`src/rtl/nfc_ask_tx_gen_pkg.sv`:
```
// Shared types and constants for the NFC ASK transmit generator.
package nfc_tx_pkg;

  // One ADC/DAC volt in Q.12 fixed point
  localparam int VOLT_SCALE = 4096;

  typedef enum logic [1:0] {
    IDLE,
    SOF,
    DATA,
    EOF
  } tx_state_t;

  // A queued data bit together with its end-of-frame marker
  typedef struct packed {
    logic last;
    logic dbit;
  } fifo_entry_t;

endpackage

```
`src/rtl/nfc_ask_tx_gen_if.sv`:
```
// Producer-side bit stream handshake for the NFC ASK transmit generator.
interface nfc_ask_tx_gen_if;

  logic in_bit;
  logic in_last;
  logic in_valid;
  logic in_ready;

  modport master (
    output in_bit,
    output in_last,
    output in_valid,
    input  in_ready
  );

  modport slave (
    input  in_bit,
    input  in_last,
    input  in_valid,
    output in_ready
  );

endinterface

```
`src/rtl/nfc_ask_tx_gen_fifo.sv`:
```
// Small synchronous bit FIFO with count-based full/empty and a flush input.
module nfc_tx_fifo
  import nfc_tx_pkg::*;
#(
  parameter int DEPTH = 8
) (
  input  logic        clk,
  input  logic        rst,
  input  logic        flush_i,
  input  logic        push_i,
  input  fifo_entry_t wdata_i,
  input  logic        pop_i,
  output fifo_entry_t rdata_o,
  output logic        empty_o,
  output logic        full_o
);

  localparam int AW = $clog2(DEPTH);
  localparam logic [AW:0] CNT_FULL = (AW+1)'(DEPTH);

  fifo_entry_t   mem_q [DEPTH];
  logic [AW-1:0] wrPtr_q;
  logic [AW-1:0] rdPtr_q;
  logic [AW:0]   count_q;
  logic          doPush;
  logic          doPop;

  assign full_o  = (count_q == CNT_FULL);
  assign empty_o = (count_q == '0);
  assign doPush  = push_i & ~full_o;
  assign doPop   = pop_i & ~empty_o;
  assign rdata_o = mem_q[rdPtr_q];

  // Storage array; contents need no reset because count gates every read
  always_ff @(posedge clk) begin
    if (doPush) begin
      mem_q[wrPtr_q] <= wdata_i;
    end
  end

  // Pointers and occupancy; a flush empties the queue like a reset
  always_ff @(posedge clk) begin
    if (rst || flush_i) begin
      wrPtr_q <= '0;
      rdPtr_q <= '0;
      count_q <= '0;
    end else begin
      if (doPush) begin
        wrPtr_q <= wrPtr_q + 1'b1;
      end
      if (doPop) begin
        rdPtr_q <= rdPtr_q + 1'b1;
      end
      case ({doPush, doPop})
        2'b10:   count_q <= count_q + 1'b1;
        2'b01:   count_q <= count_q - 1'b1;
        default: count_q <= count_q;
      endcase
    end
  end

endmodule

```
`src/rtl/nfc_ask_tx_gen.sv`:
```
// NFC ASK transmit generator: square carrier from a phase accumulator,
// amplitude keyed per bit (NRZ or Manchester) and framed SOF/DATA/EOF.
module nfc_ask_tx_gen
  import nfc_tx_pkg::*;
#(
  parameter int                 AMP_W       = 16,
  parameter int                 PHASE_W     = 24,
  parameter logic [PHASE_W-1:0] CARRIER_INC = PHASE_W'(24'h200000),
  parameter int                 BIT_CYCLES  = 64,
  parameter int                 AMP_HI      = 5 * VOLT_SCALE,
  parameter int                 AMP_LO      = 4 * VOLT_SCALE,
  parameter int                 FIFO_DEPTH  = 8
) (
  input  logic                    clk,
  input  logic                    rst,
  input  logic                    en_i,
  input  logic                    manchester_i,
  nfc_ask_tx_gen_if.slave         bus_if,
  output logic signed [AMP_W-1:0] v_tx_o,
  output logic                    tx_mod_o,
  output logic                    busy_o,
  output logic                    frame_done_o,
  output logic                    underrun_o
);

  if ((BIT_CYCLES % 2) != 0 || BIT_CYCLES < 4) begin : g_chk_bit_cycles
    $error("BIT_CYCLES must be even and at least 4");
  end
  if (FIFO_DEPTH < 2 || (FIFO_DEPTH & (FIFO_DEPTH - 1)) != 0) begin : g_chk_fifo_depth
    $error("FIFO_DEPTH must be a power of two");
  end
  if (AMP_HI < 0 || AMP_LO < 0 || AMP_HI >= 2**(AMP_W-1) || AMP_LO >= 2**(AMP_W-1)) begin : g_chk_amp
    $error("AMP_HI/AMP_LO must fit in the positive range of v_tx");
  end

  localparam int                       CNT_W    = $clog2(BIT_CYCLES);
  localparam logic [CNT_W-1:0]         LAST_CNT = CNT_W'(BIT_CYCLES - 1);
  localparam logic [CNT_W-1:0]         HALF_CNT = CNT_W'(BIT_CYCLES / 2);
  localparam logic signed [AMP_W-1:0]  AMP_HI_V = AMP_W'(AMP_HI);
  localparam logic signed [AMP_W-1:0]  AMP_LO_V = AMP_W'(AMP_LO);

  tx_state_t                state_q;
  logic [CNT_W-1:0]         bitCnt_q;
  fifo_entry_t              curBit_q;
  logic                     manch_q;
  logic                     frameDone_q;
  logic                     underrun_q;
  logic [PHASE_W-1:0]       phase_q;
  logic [PHASE_W-1:0]       phase_d;
  logic signed [AMP_W-1:0]  vTx_q;
  logic signed [AMP_W-1:0]  vTx_d;
  logic                     txMod_q;
  logic                     txMod_d;

  fifo_entry_t              fifoHead;
  fifo_entry_t              fifoWdata;
  logic                     fifoEmpty;
  logic                     fifoFull;
  logic                     fifoPush;
  logic                     fifoPop;
  logic                     fifoFlush;
  logic                     bitEnd;
  logic                     keyHi;
  logic signed [AMP_W-1:0]  ampSel;

  assign bus_if.in_ready = ~fifoFull;
  assign fifoPush        = bus_if.in_valid & ~fifoFull;
  assign fifoWdata       = {bus_if.in_last, bus_if.in_bit};
  assign bitEnd          = (bitCnt_q == LAST_CNT);
  assign fifoPop         = en_i && bitEnd &&
                           ((state_q == SOF) ||
                            (state_q == DATA && !curBit_q.last && !fifoEmpty));
  assign fifoFlush       = !en_i && (state_q != IDLE);

  assign v_tx_o       = vTx_q;
  assign tx_mod_o     = txMod_q;
  assign busy_o       = (state_q != IDLE);
  assign frame_done_o = frameDone_q;
  assign underrun_o   = underrun_q;

  nfc_tx_fifo #(
    .DEPTH (FIFO_DEPTH)
  ) u_fifo (
    .clk     (clk),
    .rst     (rst),
    .flush_i (fifoFlush),
    .push_i  (fifoPush),
    .wdata_i (fifoWdata),
    .pop_i   (fifoPop),
    .rdata_o (fifoHead),
    .empty_o (fifoEmpty),
    .full_o  (fifoFull)
  );

  // Amplitude keying for the current state; Manchester inverts the first half-bit
  always_comb begin
    keyHi = 1'b1;
    case (state_q)
      IDLE: keyHi = 1'b1;
      SOF:  keyHi = 1'b0;
      DATA: begin
        if (manch_q && (bitCnt_q < HALF_CNT)) begin
          keyHi = ~curBit_q.dbit;
        end else begin
          keyHi = curBit_q.dbit;
        end
      end
      EOF:  keyHi = 1'b1;
      default: keyHi = 1'b1;
    endcase
    ampSel = keyHi ? AMP_HI_V : AMP_LO_V;
  end

  // Carrier next state: phase advances while enabled, sign of phase picks +/-amp
  always_comb begin
    phase_d = '0;
    vTx_d   = '0;
    txMod_d = 1'b0;
    if (en_i) begin
      phase_d = phase_q + CARRIER_INC;
      vTx_d   = phase_q[PHASE_W-1] ? -ampSel : ampSel;
      txMod_d = ~keyHi;
    end
  end

  // Carrier phase and registered output stage
  always_ff @(posedge clk) begin
    if (rst) begin
      phase_q <= '0;
      vTx_q   <= '0;
      txMod_q <= 1'b0;
    end else begin
      phase_q <= phase_d;
      vTx_q   <= vTx_d;
      txMod_q <= txMod_d;
    end
  end

  // Frame sequencer: one bit period per SOF/DATA/EOF step, aborts when en drops
  always_ff @(posedge clk) begin
    if (rst) begin
      state_q     <= IDLE;
      bitCnt_q    <= '0;
      curBit_q    <= '0;
      manch_q     <= 1'b0;
      frameDone_q <= 1'b0;
      underrun_q  <= 1'b0;
    end else begin
      frameDone_q <= 1'b0;
      underrun_q  <= 1'b0;
      if (!en_i) begin
        state_q  <= IDLE;
        bitCnt_q <= '0;
      end else begin
        case (state_q)
          IDLE: begin
            if (!fifoEmpty) begin
              state_q  <= SOF;
              bitCnt_q <= '0;
              manch_q  <= manchester_i;
            end
          end
          SOF: begin
            if (bitEnd) begin
              state_q  <= DATA;
              bitCnt_q <= '0;
              curBit_q <= fifoHead;
            end else begin
              bitCnt_q <= bitCnt_q + 1'b1;
            end
          end
          DATA: begin
            if (bitEnd) begin
              bitCnt_q <= '0;
              if (curBit_q.last) begin
                state_q <= EOF;
              end else if (fifoEmpty) begin
                state_q    <= EOF;
                underrun_q <= 1'b1;
              end else begin
                curBit_q <= fifoHead;
              end
            end else begin
              bitCnt_q <= bitCnt_q + 1'b1;
            end
          end
          EOF: begin
            if (bitEnd) begin
              state_q     <= IDLE;
              bitCnt_q    <= '0;
              frameDone_q <= 1'b1;
            end else begin
              bitCnt_q <= bitCnt_q + 1'b1;
            end
          end
          default: begin
            state_q  <= IDLE;
            bitCnt_q <= '0;
          end
        endcase
      end
    end
  end

endmodule

```
`src/flat_wrapper.sv`:
```
// flat-port wrapper written by rule: the top's interface ports become plain ports
module nfc_ask_tx_gen_flat import nfc_tx_pkg::*;
#(
  parameter int                 AMP_W       = 16,
  parameter int                 PHASE_W     = 24,
  parameter logic [PHASE_W-1:0] CARRIER_INC = PHASE_W'(24'h200000),
  parameter int                 BIT_CYCLES  = 64,
  parameter int                 AMP_HI      = 5 * VOLT_SCALE,
  parameter int                 AMP_LO      = 4 * VOLT_SCALE,
  parameter int                 FIFO_DEPTH  = 8
)
  (clk, rst, en_i, manchester_i, v_tx_o, tx_mod_o, busy_o, frame_done_o, underrun_o, bus_if_in_bit, bus_if_in_last, bus_if_in_valid, bus_if_in_ready);
  nfc_ask_tx_gen_if bus_if_i ();
  input  logic clk;
  input  logic rst;
  input  logic en_i;
  input  logic manchester_i;
  output logic signed [AMP_W-1:0] v_tx_o;
  output logic tx_mod_o;
  output logic busy_o;
  output logic frame_done_o;
  output logic underrun_o;
  input wire logic [$bits(bus_if_i.in_bit)-1:0] bus_if_in_bit;
  input wire logic [$bits(bus_if_i.in_last)-1:0] bus_if_in_last;
  input wire logic [$bits(bus_if_i.in_valid)-1:0] bus_if_in_valid;
  output wire logic [$bits(bus_if_i.in_ready)-1:0] bus_if_in_ready;
  assign bus_if_i.in_bit = bus_if_in_bit;
  assign bus_if_i.in_last = bus_if_in_last;
  assign bus_if_i.in_valid = bus_if_in_valid;
  assign bus_if_in_ready = bus_if_i.in_ready;
  nfc_ask_tx_gen #(.AMP_W(AMP_W), .PHASE_W(PHASE_W), .CARRIER_INC(CARRIER_INC), .BIT_CYCLES(BIT_CYCLES), .AMP_HI(AMP_HI), .AMP_LO(AMP_LO), .FIFO_DEPTH(FIFO_DEPTH)) u_core (.clk(clk), .rst(rst), .en_i(en_i), .manchester_i(manchester_i), .bus_if(bus_if_i), .v_tx_o(v_tx_o), .tx_mod_o(tx_mod_o), .busy_o(busy_o), .frame_done_o(frame_done_o), .underrun_o(underrun_o));
endmodule
```
`config.mk`:
```
export PLATFORM = sky130hd
export DESIGN_NAME = nfc_ask_tx_gen_flat
export DESIGN_NICKNAME = d
export VERILOG_FILES = /design/src/rtl/nfc_ask_tx_gen_pkg.sv /design/src/rtl/nfc_ask_tx_gen_if.sv /design/src/rtl/nfc_ask_tx_gen_fifo.sv /design/src/rtl/nfc_ask_tx_gen.sv /design/src/flat_wrapper.sv
export SDC_FILE = /design/constraint.sdc
export NUM_CORES = 1
export LEC_CHECK = 0
export ABC_AREA = 0
export CORE_UTILIZATION = 45
export CTS_BUF_LIST = sky130_fd_sc_hd__clkbuf_8
export DETAILED_ROUTE_END_ITERATION = 10
export PLACE_DENSITY = 0.65
export RECOVER_POWER = 25
export SYNTH_ARGS = -nofsm -noshare
export SYNTH_HDL_FRONTEND = slang
export SYNTH_SLANG_ARGS = --single-unit
```
`constraint.sdc`:
```
create_clock -name clk -period 5.3 [get_ports clk]
set_input_delay 0.53 -clock clk [delete_from_list [all_inputs] [get_ports clk]]
set_output_delay 0.53 -clock clk [all_outputs]
set_load 0.05 [all_outputs]
```
* Word-level counts from Yosys, hierarchy flattened
Memories as Yosys holds them, arrays and structs flattened. A register that Yosys moved wholly into a read port is not among the register bits. Index checks and enable logic that the tools add are counted.
Operators by class: shifts and indexed selects 0, reduce and logical (&&, ||, !) cells 25, magnitude comparators 1, div/mod/pow operators 0, bitwise gates (word level) 11, mux-type cells 26, multiply operators 0, add/sub/neg operators 7, eq/ne operators 14
Operators by type and width (count):
- adder 24 x 22 -> 24 bit, second input constant | 1
- two-way mux 2 bit | 10
- two-way mux 16 bit | 1
- negator 16 bit | 1
- two-way mux 13 bit | 1
- two-way mux 6 bit | 2
- one-hot mux 6 bit (2 select lines) | 1
- NOT 1 bit | 8
- one-hot mux 2 bit (4 select lines) | 1
- one-hot mux 4 bit (2 select lines) | 1
- adder 3 x 1 -> 3 bit, second input constant | 2
- adder 6 x 1 -> 6 bit, second input constant | 1
- == test 2 bit, second input constant | 3
- == test 6 bit, second input constant | 1
- logical AND 1 bit | 6
- < comparator 6 bit, second input constant | 1
- two-way mux 3 bit | 2
- inequality test 2 x 1 -> 1 bit, second input constant | 3
- inequality test 2 bit, second input constant | 3
- AND reduction 6 bit | 1
- nonzero test 2 bit | 3
- OR reduction 3 bit | 2
- two-way mux 1 bit | 5
- AND reduction 5 bit | 1
- 16 further kinds | 23
Storage, ports and cells: memory bits (writable) 16, memories 1, input bits 7, latch bits 0, word-level logic and storage cells 98, output and inout bits 21, ROM bits 0, bits in registers 64
Memories:
- u_core.u_fifo.mem_q | depth 8, bits a word 2, rd ports 1, clocked after Yosys merged registers in 1, write ports 1, RTL line nfc_ask_tx_gen_fifo.sv:21 | fifo_entry_t mem_q [DEPTH];

* Logic depth before layout (Yosys ltp)
depth in word-level cells 8, depth in mapped cells 12, depth with buffers taken out 12

* Hierarchy
From an unflattened synthesis, not the netlist that was laid out.
Second synthesis, totals: cell total of the unflattened synthesis 222, area, all modules 2413.6 µm²
Modules (own cells, without submodules):
- nfc_tx_fifo | cells an instance 99, instances 1, area an instance 1318.8 µm², seq. area each 740.7 µm²
- nfc_ask_tx_gen | cells an instance 123, instances 1, area an instance 1094.8 µm², seq. area each 420.4 µm²

* Worst setup path after synthesis
OpenSTA, ideal clock, no wires.
path kind register to register, start register u_core.u_fifo.count_q[1], end register u_core.u_fifo.count_q[2], period minus slack after synthesis 2.757 ns, arrival 2.687 ns, cell stages (with the launch flop) 12, library setup time 0.071 ns, setup slack 2.543 ns, data required time 5.229 ns, buffers on the path 2, cell sequence dfxtp_1 buf_2 or4b_1 clkbuf_1 nand2_2 ha_1 xor2_1 ha_1 a21oi_1 xor2_1 or3_1 a21oi_1
Between the ends: elaborated cells between the ends (all ways) 17, classes of those cells add/sub: 2; eq/ne: 3; mux: 1; bitwise: 5; reduce/logical: 6
RTL lines:
- from (decl) | RTL line nfc_ask_tx_gen_fifo.sv:24 | logic [AW:0] count_q;
- from (signal assigned) | RTL line nfc_ask_tx_gen_fifo.sv:55 | 2'b10: count_q <= count_q + 1'b1;
- from (signal assigned) | RTL line nfc_ask_tx_gen_fifo.sv:56 | 2'b01: count_q <= count_q - 1'b1;
- from (signal assigned) | RTL line nfc_ask_tx_gen_fifo.sv:57 | default: count_q <= count_q;
- == test 4 bit * | RTL line nfc_ask_tx_gen_fifo.sv:28 | assign full_o = (count_q == CNT_FULL);
- NOT 1 bit *
- named net bus_if_in_ready | RTL line flat_wrapper.sv:26 | output wire logic [$bits(bus_if_i.in_ready)-1:0] bus_if_in_ready;
- bitwise AND 1 bit | RTL line nfc_ask_tx_gen.sv:67 | assign fifoPush = bus_if.in_valid & ~fifoFull;
- bitwise AND 1 bit * | RTL line nfc_ask_tx_gen_fifo.sv:30 | assign doPush = push_i & ~full_o;
- == test 2 x 1 -> 1 bit or == test 2 bit (tied branches) | RTL line nfc_ask_tx_gen_fifo.sv:54 | case ({doPush, doPop})
- one-hot mux 4 bit (2 select lines) or nonzero test 2 bit (tied branches)
The timed path passes the listed nets; every way through them passes the cells marked *. A chain may end at the register's enable or synchronous reset.

* Final worst setup path
start register u_core.state_q[0], end register u_core.u_fifo.count_q[2]
Between the ends: longest elaborated chain between the ends 8, elaborated cells between the ends (all ways) 14, classes of those cells eq/ne: 4; mux: 1; bitwise: 1; reduce/logical: 8
Ends and longest elaborated chain:
- from (decl) | RTL line nfc_ask_tx_gen.sv:42 | tx_state_t state_q;
- from (signal assigned) | RTL line nfc_ask_tx_gen.sv:142 | state_q <= IDLE;
- from (signal assigned) | RTL line nfc_ask_tx_gen.sv:152 | state_q <= IDLE;
- from (signal assigned) | RTL line nfc_ask_tx_gen.sv:158 | state_q <= SOF;
- == test 2 bit | RTL line nfc_ask_tx_gen.sv:72 | (state_q == DATA && !curBit_q.last && !fifoEmpty));
- logical AND 1 bit (2 in a row) | RTL line nfc_ask_tx_gen.sv:72
- logical OR 1 bit | RTL line nfc_ask_tx_gen.sv:71 | ((state_q == SOF) ||
- logical AND 1 bit | RTL line nfc_ask_tx_gen.sv:70 | assign fifoPop = en_i && bitEnd &&
- bitwise AND 1 bit | RTL line nfc_ask_tx_gen_fifo.sv:31 | assign doPop = pop_i & ~empty_o;
- == test 2 x 1 -> 1 bit or == test 2 bit (tied branches) | RTL line nfc_ask_tx_gen_fifo.sv:54
- one-hot mux 4 bit (2 select lines) or nonzero test 2 bit (tied branches)
Several ways; a longest one is shown, not always the timed one.

==> key figures <==
Logic synthesis
  • Most used DFF post-synth: dfxtp_1
  • Most frequent cell after synthesis: dfxtp_1
  • Seq/Total Area, Yosys: 49.1%
  • Post-synthesis adder-cell area fraction: 6.35%
  • Number of enable flip-flop cells after synthesis: 16
  • Most area-consuming cells after synthesis: dfxtp_1, edfxtp_1, ha_1, buf_4, nor2_1
  • Yosys top cell area share: 28.8%
  • Mapped cell area: 2360 sq um
  • Synth Register Bits: 50
  • Syn Area/Cell: 10.4 sq um
  • Synth Area in Compound Gates: 10.6%
  • Async S/R FF share, synth: 0%
  • Largest area contributor in the netlist: dfxtp_1
  • Post-synthesis mux area share: around 5.9%
  • Largest family of logic cells by synthesized area: simple AND/OR/NAND/NOR gates
  • Synth Area in XOR/XNOR: between 2 and 3%
  • Most frequent cells after synthesis: dfxtp_1, nor2_1, edfxtp_1, a21oi_1
  • Mapped Cells: 228
  • Syn. warnings: 0
  • Distinct cells, synth: 50
  • Simple-gate share of the synthesized area: 18.7%

Die
  • Die Y: 74.5 um
  • CORE AREA: 5070 sq um
  • Die area: 5550 sq um
  • IO Pins: 28
  • Die Wd: 74.5 um
  • Initial core utilization: 46.6%
  • Row cnt: 26

Global routing
  • Number of global-route vias before repair: 1494
  • Antenna violations before repair: 0
  • Largest net degree at the start of global routing: 17
  • Total GRT Usage: 16.4%
  • First-pass GRT wire length: 6800 um
  • Overflow left after global routing: 0

Worst setup path
  • Critical path's largest stage delay: 460 ps
  • Critical Path AT: 3140 ps
  • Crit-path leading delay family: compound AO/OA/AOI/OAI gates
  • Max FO, Critical Path: 6
  • CP Buf/Inv Count: 1
  • Slowest cell on the critical path: o21ai_0
  • Setup crit end kind: flip-flop
  • Kind of critical path: reg2reg
  • CP Launch Type: flip-flop
  • CP most frequent cell: ha_1
  • Crit-path cells: inv_1 -> ha_1 -> nor2b_1 -> o21ai_0 -> nor2_1 -> ha_1 -> xor2_1 -> ha_1 -> a21oi_1 -> xor2_1 -> or3_1 -> a21oi_1
  • Req. time, crit path: 5540 ps

Finish
  • Final-stage net count: 261
  • # fillers: 475
  • Layout cell share with drive strength beyond 1: 8.23%
  • Syn-to-layout area delta: 11.5%
  • Number of diodes: 0

Power and ir drop
  • PwrDens: between 300 and 400 nW/um^2
  • Maximum vdd drop: 0.205 mV
  • Leak: 0.000947 uW
  • Share of power burned in registers: 52.4%
  • Combinational power share: a little over an eighth
  • Psw: 216 uW
  • Sw Ratio: 27.1%
  • Clock power share: 34.0%
  • Internal power: a little under 600 uW

STA
  • Unrepaired setup endpoints after global routing: no
  • Setup TNS: 0 ps
  • Final Setup Violations: 0
  • Final cycle utilization of the critical path: around 55%
  • Skew final: 6.23 ps
  • Minimum clock period: 2900 ps
  • Worst hold slack: between 400 and 500 ps
  • Worst-margin pin slew: slightly below 900 ps
  • Peak Freq: 345 MHz
  • Max-slew headroom: 41.1%
  • Endpoints failing hold: 0
  • Slew Viols, Final: 0

Clock tree
  • Clk buf depth: 2
  • Postcts setup bufs: 0
  • H-tree Lvls: 2
  • CTS resizes: 0
  • Clock slew at reported path FFs: 90 ps
  • CTS Sinks: 50
  • CTS tree: yes
  • TritonCTS Buffers: 5
  • Later-pin clock latency in the skew report: a little over 300 ps
  • Hold buffers post-CTS: 0
  • Root Driver: clkbuf_8

Run status
  • Status: complete, no violations

Placed design
  • Post-DP HPWL: 2880 um
  • Gpl congestion: 0.789
  • Buffers added on ports: 15

Detailed routing
  • Post-Route WL: 3960 um
  • DRC Markers: 0
  • DR iter-0 viols: 34
  • Vias per cell: 5.23
  • Vias: roughly 1600
  • Final ANT Viol Nets: 0
  • Per-cell routed wire length: 12.7 um
  • First-pass DRT Iterations: 4

Min path
  • Min-delay worst type: reg2reg

Flow run
  • # Max-Cap Violations: 0
[path summary, 6_finish.rpt]
path         slack [ps]  depth (start not counted)                  endpoint                from
min reg2reg         420                          1        u_core.phase_q[21]  u_core.phase_q[21]
min                 420                          1        u_core.phase_q[21]  u_core.phase_q[21]
max                2400                         12  u_core.u_fifo.count_q[2]   u_core.state_q[0]
max reg2reg        2400                         12  u_core.u_fifo.count_q[2]   u_core.state_q[0]
[power groups by stage]
stage / registers, uW / clock network (uW) / logic, uW
floorplan: 429 / 0 / 86.8
global placement: 427 / 0 / 109
detailed placement: 427 / 0 / 109
finish: 418 / 272 / 109
CTS: 418 / 278 / 110
global route: 420 / 294 / 121
[kinds of logic (layout without fill, tap and decap cells)]
kind of cell | Yosys count | in the layout
AOI/OAI and AO/OA | 41 | 41
xor gates and xnor gates | 7 | 7
adders and majority gates | 12 | 12
buffers and inverters | 29 | 33
DFF | 50 | 50
muxes | 10 | 10
other | 1 | 12
and+or+nand+nor | 78 | 78
[area by class of cell]
cell class	count	area [sq um]	share of cell area [%]
Timing Repair Buffer	15	150	5.69
Multi-Input combinational cell	160	1090	41.3
Inverter	10	37.5	1.42
Tap cell	70	87.6	3.32
Sequential cell	50	1160	44.0
Clock buffer	5	68.8	2.61
Clock inverter	3	43.8	1.66
[routing by layer]
metal | global-route usage [%] | share of wire (%) | vias to the layer above
li1 | - | - | 826
met1 | 20.7 | 47 | 772
met2 | 27.2 | 47 | 30
met3 | 3.66 | 3.5 | 8
met4 | 6.29 | 1.8 | 0
met5 | 0 | 0 | -
[sequential cells by signal (all words and copies together) (netlist names), named ones only]
signal,cells
u_core.u_fifo.mem_q,16
u_core.bitCnt_q,6
u_core.u_fifo.count_q,4
u_core.v_tx_o,4
u_core.phase_q,3
u_core.u_fifo.rdPtr_q,3
u_core.u_fifo.wrPtr_q,3
u_core.curBit_q,2
u_core.state_q,2
u_core.frame_done_o,1
u_core.manch_q,1
u_core.tx_mod_o,1
u_core.underrun_o,1
[stage by stage]
| stage | cells | utilization (%) | worst slack, ps | total power [uW] | area [sq um] |
|---|---|---|---|---|---|
| after floorplan | 239 | - | 2540 | 516 | 2410 |
| after global placement | 305 | 49.8 | 2410 | 535 | 2520 |
| after detailed placement | 305 | 49.8 | 2320 | 537 | 2520 |
| after CTS | 313 | 52.0 | 2440 | 806 | 2640 |
| after global routing | 313 | 52.0 | 2110 | 835 | 2640 |
| final | 313 | 52.0 | 2400 | 799 | 2640 |
[placed cells by master, fill, tap and decap left out, drive strengths merged, types with 4 or more instances in the layout]
cell,instances
ha,12
clkbuf,5
nor3,8
nand3,10
edfxtp,16
mux2i,6
or3,4
nor2,19
and3,4
a21oi,13
a31oi,5
clkdlybuf4s50,12
nand2,10
xor2,5
conb,12
o21ai,12
inv,11
dfxtp,34
Power figures use the tool's default switching activity.
